## src/rtl/udc_stream_monitor.sv

```systemverilog
// Receive-side monitor for an up/down counter stream: reconstructs direction, captures
// reversal extremes, flags illegal steps and reports when direction tracking is stable.
module udc_stream_monitor #(
  parameter int unsigned WIDTH  = 8,
  parameter int unsigned ERR_W  = 8,
  parameter int unsigned LOCK_N = 4
) (
  input  logic             clock,
  input  logic             areset,
  input  logic [WIDTH-1:0] data_in,
  input  logic             sample_en,
  output logic             dir,
  output logic             turn,
  output logic [WIDTH-1:0] peak,
  output logic [WIDTH-1:0] trough,
  output logic             step_err,
  output logic [ERR_W-1:0] err_count,
  output logic             locked
);

  typedef enum logic [1:0] {StIdle, StAcquire, StTrkUp, StTrkDn} state_e;

  localparam logic [3:0]       LockMax = 4'(LOCK_N);
  localparam logic [WIDTH-1:0] DeltaUp = WIDTH'(1);

  state_e           state_q, state_d;
  logic [WIDTH-1:0] prev_q, prev_d;
  logic [3:0]       lock_cnt_q, lock_cnt_d;
  logic             dir_q, dir_d;
  logic             turn_q, turn_d;
  logic [WIDTH-1:0] peak_q, peak_d;
  logic [WIDTH-1:0] trough_q, trough_d;
  logic             step_err_q, step_err_d;
  logic [ERR_W-1:0] err_cnt_q, err_cnt_d;
  logic             locked_q, locked_d;

  logic [WIDTH-1:0] delta;
  logic             is_up, is_dn, is_hold;

  // Modular difference, so a wrap from all-ones to zero is an ordinary up step.
  assign delta   = data_in - prev_q;
  assign is_up   = (delta == DeltaUp);
  assign is_dn   = (delta == '1);
  assign is_hold = (delta == '0);

  always_comb begin
    state_d    = state_q;
    prev_d     = prev_q;
    lock_cnt_d = lock_cnt_q;
    dir_d      = dir_q;
    turn_d     = 1'b0;
    peak_d     = peak_q;
    trough_d   = trough_q;
    step_err_d = 1'b0;
    err_cnt_d  = err_cnt_q;

    if (sample_en) begin
      prev_d = data_in;
      unique case (state_q)
        StIdle: state_d = StAcquire;
        StAcquire: begin
          if (is_up) begin
            state_d    = StTrkUp;
            dir_d      = 1'b1;
            lock_cnt_d = 4'd1;
          end else if (is_dn) begin
            state_d    = StTrkDn;
            dir_d      = 1'b0;
            lock_cnt_d = 4'd1;
          end else if (!is_hold) begin
            step_err_d = 1'b1;
          end
        end
        StTrkUp: begin
          if (is_up) begin
            if (lock_cnt_q != LockMax) lock_cnt_d = lock_cnt_q + 4'd1;
          end else if (is_dn) begin
            turn_d     = 1'b1;
            peak_d     = prev_q;
            dir_d      = 1'b0;
            state_d    = StTrkDn;
            lock_cnt_d = 4'd1;
          end else if (!is_hold) begin
            step_err_d = 1'b1;
            state_d    = StAcquire;
            lock_cnt_d = 4'd0;
          end
        end
        StTrkDn: begin
          if (is_dn) begin
            if (lock_cnt_q != LockMax) lock_cnt_d = lock_cnt_q + 4'd1;
          end else if (is_up) begin
            turn_d     = 1'b1;
            trough_d   = prev_q;
            dir_d      = 1'b1;
            state_d    = StTrkUp;
            lock_cnt_d = 4'd1;
          end else if (!is_hold) begin
            step_err_d = 1'b1;
            state_d    = StAcquire;
            lock_cnt_d = 4'd0;
          end
        end
        default: state_d = StIdle;
      endcase
    end

    if (step_err_d && (err_cnt_q != '1)) err_cnt_d = err_cnt_q + ERR_W'(1);

    locked_d = (lock_cnt_d == LockMax) && ((state_d == StTrkUp) || (state_d == StTrkDn));
  end

  always_ff @(posedge clock or negedge areset) begin
    if (!areset) begin
      state_q    <= StIdle;
      prev_q     <= '0;
      lock_cnt_q <= '0;
      dir_q      <= 1'b0;
      turn_q     <= 1'b0;
      peak_q     <= '0;
      trough_q   <= '0;
      step_err_q <= 1'b0;
      err_cnt_q  <= '0;
      locked_q   <= 1'b0;
    end else begin
      state_q    <= state_d;
      prev_q     <= prev_d;
      lock_cnt_q <= lock_cnt_d;
      dir_q      <= dir_d;
      turn_q     <= turn_d;
      peak_q     <= peak_d;
      trough_q   <= trough_d;
      step_err_q <= step_err_d;
      err_cnt_q  <= err_cnt_d;
      locked_q   <= locked_d;
    end
  end

  assign dir       = dir_q;
  assign turn      = turn_q;
  assign peak      = peak_q;
  assign trough    = trough_q;
  assign step_err  = step_err_q;
  assign err_count = err_cnt_q;
  assign locked    = locked_q;

endmodule

```

## config.mk

```make
export PLATFORM = sky130hd
export DESIGN_NAME = udc_stream_monitor
export DESIGN_NICKNAME = d
export VERILOG_FILES = /design/src/rtl/udc_stream_monitor.sv
export SDC_FILE = /design/constraint.sdc
export NUM_CORES = 1
export LEC_CHECK = 0
export ABC_CLOCK_PERIOD_IN_PS = 2900
export CAP_MARGIN = 10
export CORE_MARGIN = 4
export CORE_UTILIZATION = 30
export CTS_BUF_LIST = sky130_fd_sc_hd__clkbuf_8
export CTS_CLUSTER_SIZE = 24
export DETAILED_ROUTE_END_ITERATION = 10
export PLACE_DENSITY = 0.5
export SYNTH_ARGS = -nofsm -noshare
export SYNTH_HDL_FRONTEND = slang
export SYNTH_SLANG_ARGS = --single-unit
```

## constraint.sdc

```tcl
create_clock -name clock -period 2.9 [get_ports clock]
set_input_delay 0.58 -clock clock [delete_from_list [all_inputs] [get_ports clock]]
set_output_delay 0.58 -clock clock [all_outputs]
set_load 0.005 [all_outputs]
```

==> impl_metrics.tcl <==
set metrics [dict create \
    fin_skew_ns 0.01104 \
    place_congestion 0.8202 \
    vias_per_cell 4.851 \
    finalCritPeriodShare_pct 103.2 \
    first_iter_violations 88 \
    grt_max_degree 23 \
    insertedDiodeCount 0 \
    hp-class "in -> async" \
    worstMarginPinSlew_ns 0.5419 \
    synth-edff-count 0 \
    grtUsageTotal_pct 13.48 \
    final_cell_mix "dfrtp_1, buf_4, clkdlybuf4s50_1" \
    std_cell_rows 33 \
    io_pins 39 \
    total_power_mw 1.888 \
    syn-num-nets 278 \
    cts_tree "built" \
    drc 0 \
    tns_ns -0.1204 \
    hpwl_mm 4.524 \
    hold_violations 0 \
    antenna_found_initial 0 \
    synth_area_leaders "dfrtp_1, mux2_2, ha_1" \
    synthAdderAreaFrac_pct 8.185 \
    min_period_ns 2.992 \
    grt_pass1_wl_mm 10.82 \
    synth-compound-area-share_pct 13.76 \
    hold_buffers 0 \
    clock_latency_ns 0.30 \
    met1_usage_pct 18.09 \
    cp-end-kind "register" \
    num-fill-cells 784 \
    cts_sinks 42 \
    layout_commonest_cell "dfrtp_1" \
    max_clock_freq_mhz 334.3 \
    synth.largest_area_cell "dfrtp_1" \
    cts_buffers 5 \
    crit_path_max_fanout 5 \
    start_util_pct 30.88 \
    gr-usage-met3_pct 2.293 \
    synth_xor_area_share_pct 4.487 \
    synthMuxAreaShare_pct 8.826 \
    synth-simple-area-share_pct 17.90 \
    slew_viol_final 0 \
    cp-start-kind "input pin" \
    status "complete, but fails checks" \
    fin_hold_ws_ns 0.2437 \
    nets 357 \
    ys.flop_type "dfrtp_1" \
    routed_wl_mm 6.516 \
    vias 2110 \
    power_density_nw_per_um2 498.5 \
    crit_required_ns 3.11 \
    grt_busiest_layer "met2" \
    die-area_sq_um 9993 \
    power_leakage_nw 1.677 \
    synthDominantCellAreaShare_pct 41.42 \
    instances_no_fill 435 \
    h-tree-depth 2 \
    ir_worst_vdd_v 0.0001828 \
    cts_root_buffer "clkbuf_8" \
    setup_viol 7 \
    dpl.cell_count 418 \
    timing.rr.start "prev_q[0]" \
    dieHeight_um 99.97 \
    timing.rr.end "locked" \
    grt_pass1_vias 2143 \
    async_flop_share_pct 100.0 \
    avgSynthCellArea_sq_um 10.11 \
    die-width_um 99.97 \
    io_buffers 38 \
    grt_util_met2_pct 21.86 \
    cp.arrival_ns 3.20 \
    reg2reg_depth 14 \
    synth_cell_types 57 \
    violations "negative setup slack" \
    rsz0062_at_grt "yes" \
    synthCells 251 \
    routedWlPerCell_um 14.98 \
    reg2reg_slack_ns -0.07 \
    final_antenna_net_count 0 \
    yosysWarnings 0 \
    max_slew_margin_pct 63.88 \
    grt-ovfl-total 0 \
    synth_area_sq_um 2537 \
    synth_top_family_by_area "simple AND/OR/NAND/NOR gates" \
    maxCapViolations 0 \
    layout_setup_ws_ns -0.09152 \
    core_area_sq_um 8217 \
    first_pass_iters 4 \
    clockBufferDepth 2 \
    synth-seq-cells 42 \
    syn2layout_area_growth_pct 49.26 \
    clkTransAtPathRegs_ns 0.09 \
    yosysSeqAreaShare_pct 41.42 \
    worstSetupPathType "in -> reg" \
    layout-drive-gt1-share_pct 36.06 \
]
[cell usage after synthesis, drive strengths merged (3+ instances only)]
| library cell | instances |
|---|---|
| xnor2 | 7 |
| and4 | 3 |
| clkbuf | 6 |
| a21oi | 13 |
| ha | 15 |
| nand2b | 7 |
| nand3 | 6 |
| buf | 6 |
| o21ai | 15 |
| nor2 | 12 |
| mux2 | 19 |
| nor3 | 4 |
| dfrtp | 42 |
| and3 | 8 |
| nand4 | 6 |
| nand2 | 16 |
| inv | 19 |
| nor4 | 4 |
| xor2 | 6 |
[cell families after synthesis]
group | Yosys count
xor gates and xnor gates | 13
buffers and inverters | 31
AOI/OAI and AO/OA | 51
DFF | 42
muxes | 20
adders and majority gates | 16
and+or+nand+nor | 78
[per-stage QoR]
stage | cell area, sq um | setup slack (ns) | util [%]
2_1_floorplan | 2628 | -0.09270 | -
3_3_place_gp | 3334 | -0.9225 | 40.58
3_5_place_dp | 3334 | -0.9551 | 40.58
4_1_cts | 3590 | -0.07023 | 43.69
5_1_grt | 3787 | -0.2198 | 46.09
6_report | 3787 | -0.09152 | 46.09
[final cells by class]
| type | count | area, sq um | area share, % |
|---|---|---|---|
| inverters | 19 | 83.83 | 2.213 |
| clock buffers | 5 | 68.82 | 1.817 |
| repair buffers | 83 | 759.5 | 20.05 |
| flip-flops and latches | 42 | 1051 | 27.75 |
| multi-input cells | 179 | 1683 | 44.43 |
| clock inverters | 2 | 10.01 | 0.2643 |
| well taps | 105 | 131.4 | 3.469 |
[what timing repair did]
action                     4_1_cts  5_1_grt
setup buffers                    6        2
pin swaps                       20       26
setup endpoints to repair       33       32
resized for setup               37       33
gates cloned                     1        1
[registers in the layout, summed over array words and instances (netlist names)]
register	flops
dir	1
err_count	8
lock_cnt_q	4
locked	1
peak	8
prev_q	8
state_q	2
step_err	1
trough	8
turn	1
[per-layer routing]
metal / vias to the layer above / part of all wire (%)
li1: 1055 / -
met1: 1003 / 47
met2: 42 / 48
met3: 10 / 3.2
met4: 0 / 1.7
met5: - / 0
[worst max path at each step]
stage / start / endpoint / slack, ns
global placement: data_in[0] / lock_cnt_q[0] / -0.92
global route: prev_q[0] / locked / -0.22
CTS: data_in[0] / locked / -0.07
floorplan: data_in[0] / locked / -0.09
detailed placement: data_in[0] / lock_cnt_q[0] / -0.96
finish: data_in[0] / locked / -0.09
[critical path, cell delays in order]
cell,delay [ns]
buf_8,0.11
inv_12,0.04
ha_4,0.11
inv_2,0.03
fa_2,0.38
a211oi_4,0.32
buf_6,0.16
nor3_4,0.03
nor3b_2,0.17
and4b_1,0.22
buf_4,0.14
nand3_4,0.11
a2bb2oi_2,0.14
o21ai_1,0.07
a221o_1,0.32
nor4_2,0.26
[power breakdown]
part	switching [mW]	leakage (nW)	internal [mW]	total, mW
Clock	0.206	0.0438	0.162	0.368
Combinational	0.369	1.08	0.409	0.778
Sequential	0.0871	0.554	0.655	0.742
Total	0.662	1.68	1.23	1.89
(Power assumes the default switching activity.)
